[src/rtl/qdec_cabac_reg_master.sv]
// qdec_cabac_reg_master: writes the five CABAC parameter registers (optionally reading each back),
// then writes START=1; one bus transaction outstanding, reports done or err with code/index.
module qdec_cabac_reg_master #(
  parameter logic [15:0] ADDR_START     = 16'h0000,
  parameter logic [15:0] ADDR_VPS_0     = 16'h0004,
  parameter logic [15:0] ADDR_SPS_0     = 16'h0008,
  parameter logic [15:0] ADDR_SPS_1     = 16'h000C,
  parameter logic [15:0] ADDR_PPS_0     = 16'h0010,
  parameter logic [15:0] ADDR_SH_0      = 16'h0014,
  parameter int          TIMEOUT_CYCLES = 64
) (
  input  logic        clk,
  input  logic        rst_n,
  input  logic        cfg_valid,
  output logic        cfg_ready,
  input  logic        cfg_verify,
  input  logic [31:0] cfg_vps0,
  input  logic [31:0] cfg_sps0,
  input  logic [31:0] cfg_sps1,
  input  logic [31:0] cfg_pps0,
  input  logic [31:0] cfg_sh0,
  output logic        req_valid,
  input  logic        req_ready,
  output logic        req_write,
  output logic [15:0] req_addr,
  output logic [31:0] req_wdata,
  input  logic        rsp_valid,
  input  logic [31:0] rsp_rdata,
  input  logic        rsp_err,
  output logic        busy,
  output logic        done,
  output logic        err,
  output logic [1:0]  err_code,
  output logic [2:0]  err_idx
);
  localparam int TW = $clog2(TIMEOUT_CYCLES + 1);
  localparam logic [15:0] AT [6] = '{ADDR_VPS_0, ADDR_SPS_0, ADDR_SPS_1, ADDR_PPS_0, ADDR_SH_0, ADDR_START};
  localparam logic [31:0] MSK [5] = '{32'h0000000F, 32'h0FFFFFFF, 32'h07FFFFFF, 32'h0000FFFF, 32'h0000FFFF};
  typedef enum logic [2:0] {IDLE, WR_REQ, WR_RSP, RD_REQ, RD_RSP, ST_REQ, ST_RSP} state_t;
  state_t        state_q;
  logic [31:0]   w_q [5];
  logic [31:0]   wd [6];
  logic [31:0]   cw [5];
  logic [2:0]    idx_q, nidx, err_idx_q;
  logic [TW-1:0] tmo_q;
  logic          verify_q, req_valid_q, req_write_q, done_q, err_q, bad;
  logic [15:0]   req_addr_q;
  logic [31:0]   req_wdata_q;
  logic [1:0]    err_code_q;
  // wd[5] is the START payload so the advance path can index it like a parameter word
  always_comb begin
    for (int i = 0; i < 5; i++) wd[i] = w_q[i];
    wd[5] = 32'h1;
    cw = '{cfg_vps0, cfg_sps0, cfg_sps1, cfg_pps0, cfg_sh0};
    nidx = idx_q + 3'd1;
    bad = rsp_err || (state_q == RD_RSP && rsp_rdata != wd[idx_q]);
  end
  always_ff @(posedge clk) begin
    if (!rst_n) begin
      state_q <= IDLE;
      req_valid_q <= 1'b0;
      req_write_q <= 1'b0;
      req_addr_q <= '0;
      req_wdata_q <= '0;
      done_q <= 1'b0;
      err_q <= 1'b0;
      err_code_q <= '0;
      err_idx_q <= '0;
      idx_q <= '0;
      tmo_q <= '0;
      verify_q <= 1'b0;
      for (int i = 0; i < 5; i++) w_q[i] <= '0;
    end else begin
      done_q <= 1'b0;
      err_q <= 1'b0;
      case (state_q)
        IDLE: if (cfg_valid) begin
          for (int i = 0; i < 5; i++) w_q[i] <= cw[i] & MSK[i];
          verify_q <= cfg_verify;
          err_code_q <= '0;
          err_idx_q <= '0;
          idx_q <= '0;
          req_valid_q <= 1'b1;
          req_write_q <= 1'b1;
          req_addr_q <= ADDR_VPS_0;
          req_wdata_q <= cfg_vps0 & MSK[0];
          state_q <= WR_REQ;
        end
        WR_REQ, RD_REQ, ST_REQ: if (req_ready) begin
          req_valid_q <= 1'b0;
          req_write_q <= 1'b0;
          req_addr_q <= '0;
          req_wdata_q <= '0;
          tmo_q <= '0;
          state_q <= state_q == WR_REQ ? WR_RSP : state_q == RD_REQ ? RD_RSP : ST_RSP;
        end
        default: if (rsp_valid) begin
          if (bad) begin
            err_q <= 1'b1;
            err_code_q <= rsp_err ? 2'd1 : 2'd3;
            err_idx_q <= idx_q;
            state_q <= IDLE;
          end else if (state_q == WR_RSP && verify_q) begin
            req_valid_q <= 1'b1;
            req_write_q <= 1'b0;
            req_addr_q <= AT[idx_q];
            req_wdata_q <= '0;
            state_q <= RD_REQ;
          end else if (state_q == ST_RSP) begin
            done_q <= 1'b1;
            state_q <= IDLE;
          end else begin
            idx_q <= nidx;
            req_valid_q <= 1'b1;
            req_write_q <= 1'b1;
            req_addr_q <= AT[nidx];
            req_wdata_q <= wd[nidx];
            state_q <= idx_q == 3'd4 ? ST_REQ : WR_REQ;
          end
        end else if (tmo_q == TW'(TIMEOUT_CYCLES - 1)) begin
          err_q <= 1'b1;
          err_code_q <= 2'd2;
          err_idx_q <= idx_q;
          state_q <= IDLE;
        end else begin
          tmo_q <= tmo_q + TW'(1);
        end
      endcase
    end
  end
  assign cfg_ready = state_q == IDLE;
  assign busy = state_q != IDLE;
  assign req_valid = req_valid_q;
  assign req_write = req_write_q;
  assign req_addr = req_addr_q;
  assign req_wdata = req_wdata_q;
  assign done = done_q;
  assign err = err_q;
  assign err_code = err_code_q;
  assign err_idx = err_idx_q;
endmodule

[config.mk]
export PLATFORM = sky130hd
export DESIGN_NAME = qdec_cabac_reg_master
export DESIGN_NICKNAME = d
export VERILOG_FILES = /design/src/rtl/qdec_cabac_reg_master.sv
export SDC_FILE = /design/constraint.sdc
export NUM_CORES = 1
export LEC_CHECK = 0
export ABC_AREA = 1
export BUFFER_PORTS_ARGS = -buffer_cell sky130_fd_sc_hd__buf_2
export CAP_MARGIN = 20
export CORE_MARGIN = 5
export CORE_UTILIZATION = 45
export CTS_CLUSTER_DIAMETER = 60
export CTS_CLUSTER_SIZE = 16
export DETAILED_ROUTE_END_ITERATION = 10
export GPL_TIMING_DRIVEN = 0
export PLACE_DENSITY = 0.75
export SKIP_CTS_REPAIR_TIMING = 1
export SYNTH_ARGS = -nofsm -noshare
export SYNTH_HDL_FRONTEND = slang
export SYNTH_SLANG_ARGS = --single-unit
[constraint.sdc]
create_clock -name clk -period 4.95 [get_ports clk]
set_input_delay 0.2475 -clock clk [delete_from_list [all_inputs] [get_ports clk]]
set_output_delay 0.2475 -clock clk [all_outputs]
set_load 0.1 [all_outputs]
# Word level (Yosys, flattened, before mapping)
# Memories as Yosys holds them, arrays and structs flattened.
# Cells that the tools add are included.
[word_totals]
regBits = 71
latch_bits = 0
ramBits = 140
romBits = 256
out_inout_bits = 59
elab_cells = 147
mem_count = 3
[classes]
n_addsub = 2
mul = 0
div = 0
magnitude_cmp = 2
n_eq_ne = 19
shift = 0
muxes = 80
bitwise_logic = 11
n_reduce_logical = 18
[mem_list]
columns = ["memory", "words", "word_bits", "rd", "rd_ports_with_merged_regs", "write_ports", "line", "rtl"]
rows = [
  ["w_q", 5, 28, 5, 0, 5, "41", "logic [31:0] w_q [5];"],
  ["(no name shown)", 8, 16, 1, 0, 0, "116", "req_addr_q <= AT[nidx];"],
  ["(no name shown)", 8, 16, 1, 0, 0, "106", "req_addr_q <= AT[idx_q];"],
]
[op_table]
columns = ["operator", "n"]
rows = [
  ["$mux 32", 10],
  ["$bmux 32 s3", 2],
  ["$mux 16", 10],
  ["$mux 28", 5],
  ["$pmux 32 s2", 1],
  ["$mux 3", 17],
  ["$ne 32x32->1", 1],
  ["$pmux 16 s2", 1],
  ["$mux 7", 3],
  ["$mux 1", 18],
  ["$pmux 3 s2", 3],
  ["$pmux 7 s2", 1],
  ["$eq 3x3->1 const B", 4],
  ["$mux 2", 6],
  ["$ne 2x2->1 const B", 5],
  ["$reduce_bool 3->1", 3],
  ["$ge 4x4->1 const B", 2],
  ["$not 3->4", 2],
  ["$reduce_and 4->1", 2],
  ["$reduce_or 8->1", 1],
  ["$add 7x1->7 const B", 1],
  ["$eq 7x6->1 const B", 1],
  ["$eq 3x2->1 const B", 2],
  ["$ne 3x2->1 const B", 2],
  ["19 further kinds", 29],
]

# Logic depth before layout (Yosys ltp)
[depth]
word_depth = 10
ltp_mapped = 21
ltp_nobuf = 19

# Least setup slack after synthesis
# No wires, ideal clock.
[synth_path]
path_type = "reg2reg"
startpoint = "register state_q[2]"
endpoint = "memory w_q[0][0] (netlist name) (enable)"
setup_time_ns = 0.452
arrival_time_ns = 3.834
required_time_ns = 4.498
path_slack_ns = 0.664
path_stages_with_launch = 6
n_path_buf = 0
cell_sequence = "dfxtp_1 > nor3_2 > clkinv_1 > nor2_1 > inv_1 > nand2_1"
[synth_lines]
columns = ["element", "line", "rtl"]
rows = [
  ["from (decl)", "40", "state_t state_q;"],
  ["from (signal assigned)", "95", "state_q <= state_q == WR_REQ ? WR_RSP : state_q == RD_REQ ? RD_RSP : ST_RSP;"],
  ["from (signal assigned)", "118", "state_q <= idx_q == 3'd4 ? ST_REQ : WR_REQ;"],
  ["to (decl)", "41", ""],
]

# Worst setup path in the final report
[layout_path]
startpoint = "register idx_q[0]"
endpoint = "register req_wdata_q[26] (netlist: req_wdata[26])"
[layout_between]
elab_chain_len = 10
[layout_rtl]
columns = ["element", "line", "rtl"]
rows = [
  ["from (decl)", "44", "logic [2:0] idx_q, nidx, err_idx_q;"],
  ["from (signal assigned)", "113", "idx_q <= nidx;"],
  ["$add 3x1->3", "55", "nidx = idx_q + 3'd1;"],
  ["$not 3->4 (implied by the code)", "117", "req_wdata_q <= wd[nidx];"],
  ["$bmux 32 s3", "117", ""],
  ["$mux 32 (implied by the code) (2 in a row)", "117", ""],
  ["$mux 32", "109", "end else if (state_q == ST_RSP) begin"],
  ["$mux 32", "103", "end else if (state_q == WR_RSP && verify_q) begin"],
  ["$mux 32", "98", "if (bad) begin"],
  ["$mux 32", "97", "default: if (rsp_valid) begin"],
  ["$pmux 32 s2", "76", "case (state_q)"],
  ["to (signal assigned)", "86", "req_wdata_q <= cfg_vps0 & MSK[0];"],
  ["to (signal assigned)", "117", ""],
  ["to (decl)", "48", "logic [31:0] req_wdata_q;"],
]
# Several ways; a longest one is shown, not always the timed one. The select of a mux whose other input is x is not followed.
# A chain may end at the register's enable or synchronous reset.

==> summary.md <==
| Metric | Value |
|---|---|
| R2r setup slk | `1.40 ns` |
| Total CTS buffers | `17` |
| Overall routing resource usage | `23.4%` |
| 1st-iter DRT viols | `773` |
| Actual slew at the worst max-slew pin | `0.863 ns` |
| Cells after DPL | `1554` |
| Clk_skew | `0.00907 ns` |
| First-pass GRT wire length | `40000 um` |
| Mapped Area | `8290 um^2` |
| ANT cells | `0` |
| Worst skew pair latency | `0.43 ns` |
| Top delay family on crit path | `buffers and inverters` |
| Asr flop ratio synth | `0%` |
| NumNets Final | `1547` |
| Clock Tree Root | `clkbuf_16` |
| Rel. slew slack | `41.7%` |
| Worst path cell trace | `inv_2 > buf_2 > buf_1 > ha_1 > clkbuf_1 > nor2_1 > nand2_1 > inv_2 > buf_4 > a32oi_1 > nand3_1 > nand2_1 > nor2_1` |
| Max cap viols | `0` |
| Largest net degree at the start of global routing | `57` |
| Crit share post-route | `71.6%` |
| Top_reg_cell synth | `edfxtp_1` |
| Fmax | `0.282 GHz` |
| H-Tree Depth | `4` |
| Die Area | `21200 um^2` |
| CP endpoint kind | `flop` |
| Fin cells | `1586` |
| Area growth syn-to-layout | `22.2%` |
| WL/cell | `16.0 um` |
| Total wire length | `25300 um` |
| Commonest non-fill, non-tap cell in the layout | `nand2_1` |
| Core area | `18000 um^2` |
| Startpoint Class | `flop` |
| RD Place Congestion | `0.948` |
| Clk buf depth | `2` |
| Sink Count | `145` |
| PortBufs | `170` |
| Routed vias/inst | `5.04` |
| Number of global-route vias before repair | `7603` |
| Hold_sp | `cfg_verify` |
| Residual DRC | `0` |
| Hold crit path type | `in2reg` |
| Setup TNS | `0 ns` |
| Post-Syn Instances | `1138` |
| Sw Share | `48.5%` |
| Min Tclk post-route | `3.55 ns` |
| CTS tree | `yes` |
| DRT Pass-1 Iters | `6` |
| Internal | `3.20 mW` |
| Final Core Density | `56.2%` |
| Worst-path fanout max | `11` |
| Vias | `7995` |
| Lkg Pwr | `5.15 nW` |
| CP max stage cell | `nor2_1` |
| Antenna Violating Nets Remaining | `0` |
| DIE WIDTH | `146 um` |
| RSZ-0062 raised after global routing | `false` |
| Part of the power in combinational logic | `48.0%` |
| Worst endpoint data arrival time | `3.92 ns` |
| Power Density | `614 nW/um^2` |
| Fin. Hold Viols | `0` |
| WP data required | `5.32 ns` |
| Initial antenna violation count | `1` |
| R2R Path End | `req_wdata[26]$_SDFFE_PN0P_` |
| Number of synthesized flops with an enable pin | `91` |
| Hold endpoint | `verify_q$_SDFFE_PN0P_` |
| Buffers & Inverters on Critical Path | `6` |
| Clock share of power | `21.6%` |
| Layout filler cell count | `1749` |
| Hold path cells | `3` |
| Clk slew on worst S/H paths | `0.07 ns` |
| Flops & latches, synth | `145` |
| Boundary Pins | `258` |
| Setup CP Type | `reg2reg` |
| Sequential share of power | `30.5%` |
| Yosys warnings | `0` |
| Post-synth cell types | `41` |
| DP Wirelength | `19600 um` |
| Starting density of the core | `46.0%` |
| FF-to-FF Start | `idx_q[0]$_SDFFE_PN0P_` |
| Layout cells sized above 1 | `19.2%` |
| NetSw | `3.02 mW` |
| Worst stage delay on the critical path | `0.66 ns` |
| Slew Limit Fails | `0` |
| Status | `finished clean` |
| Syn_area_per_cell | `7.29 um^2` |
| Core Rows | `49` |
| Most frequent cells in the layout | `290 x nand2_1, 187 x buf_2, 175 x nor2_1` |
| Endpoints failing setup | `0` |
| Peak supply drop | `478 uV` |
| Die span in y | `146 um` |
| Register area share after synthesis | `46.0%` |
| GRT overflow | `0` |
| R2r worst-path depth | `13` |
## power by group through the flow
stage               logic [mW]  clock network (mW)  registers (mW)
floorplan                 1.58                   0            2.52
global placement          2.90                   0            1.92
detailed placement        2.94                   0            1.91
CTS                       2.95                1.35            1.89
global route              3.23                1.41            1.93
finish                    2.98                1.34            1.90
## Yosys cell counts, types with 3 or more instances
library cell,instances,area share [%]
buf_2,17,1.0
ha_1,4,0.60
nand2_1,291,13
nor3_1,9,0.54
a21oi_1,65,3.9
edfxtp_1,91,33
inv_2,4,0.18
a221oi_1,13,1.4
nand4_1,15,1.1
buf_6,6,0.81
buf_1,3,0.14
a22oi_1,5,0.45
nand3_1,93,5.6
inv_1,174,7.9
o21ai_0,26,1.6
nor2_1,175,7.9
dfxtp_1,54,13
nor3b_1,11,1.0
clkbuf_1,26,1.2
buf_4,20,1.8
a32oi_1,12,1.3
## per-layer routing
layer  up-vias  track usage, %  wire length, um
met5         -               0                7
met4         2            7.65              647
met3        50            5.89             2460
met2       406            36.2            11300
met1      3505            32.1            10900
li1       4032               -                -
## worst register-to-register path, stage by stage, from the launching register on
cell	delay (ns)
dfxtp_1	0.34
inv_2	0.14
buf_2	0.25
buf_1	0.49
ha_1	0.33
clkbuf_1	0.18
nor2_1	0.66
nand2_1	0.20
inv_2	0.23
buf_4	0.23
a32oi_1	0.13
nand3_1	0.17
nand2_1	0.06
nor2_1	0.08
## sequential cells by signal, indices dropped and copies added, names as in the netlist, 2 cells and up
| name | count |
|---|---|
| err_idx | 3 |
| state_q | 3 |
| tmo_q | 7 |
| req_wdata | 28 |
| err_code | 2 |
| idx_q | 3 |
| req_addr | 3 |
| w_q | 91 |
## how the worst max path moves through the flow
stage                                  startpoint                         end  slack, ns  depth (start not counted)
final                       idx_q[0]$_SDFFE_PN0P_  req_wdata[26]$_SDFFE_PN0P_       1.40                         13
after global routing        idx_q[0]$_SDFFE_PN0P_   req_wdata[4]$_SDFFE_PN0P_       1.18                         12
after floorplan           state_q[2]$_SDFFE_PN0P_     w_q[0][0]$_SDFFCE_PN0P_       0.66                          5
after CTS                   idx_q[0]$_SDFFE_PN0P_  req_wdata[26]$_SDFFE_PN0P_       1.51                         13
after detailed placement    idx_q[0]$_SDFFE_PN0P_  req_wdata[26]$_SDFFE_PN0P_       1.55                         13
after global placement                      rst_n    w_q[0][93]$_SDFFCE_PN0P_       0.32                          4
## final cells by class
cell class	instances	area [um^2]	share of cell area [%]
sequential	145	3810	37.7
multi-input combinational	757	3450	34.0
timing repair buffer	171	878	8.67
inverter	179	672	6.63
buffer	73	427	4.21
clock buffer	17	425	4.20
tap	229	287	2.83
clock inverter	15	179	1.77
## through the flow
stage	instance area [um^2]	setup WS (ns)	power (mW)	hold WS (ns)
after floorplan	8350	0.664	4.10	0.395
after global placement	9490	0.316	4.82	0.434
final	10100	1.40	6.22	0.106
after detailed placement	9520	1.55	4.85	0.442
after global routing	10100	1.18	6.57	0.103
after CTS	10100	1.51	6.19	0.0984
## logic make-up (layout without fill, tap and decap cells)
family | count (synthesis) | in the layout | share of synthesized area [%]
compound gates | 129 | 129 | 9.37
xor+xnor | 3 | 3 | 0.317
fa+ha+maj | 4 | 4 | 0.604
buf+inv | 252 | 455 | 13.3
flops | 145 | 145 | 46.0
other cells | 1 | 17 | 0.0452
simple gates | 604 | 604 | 30.4
(Power assumes the default switching activity.)
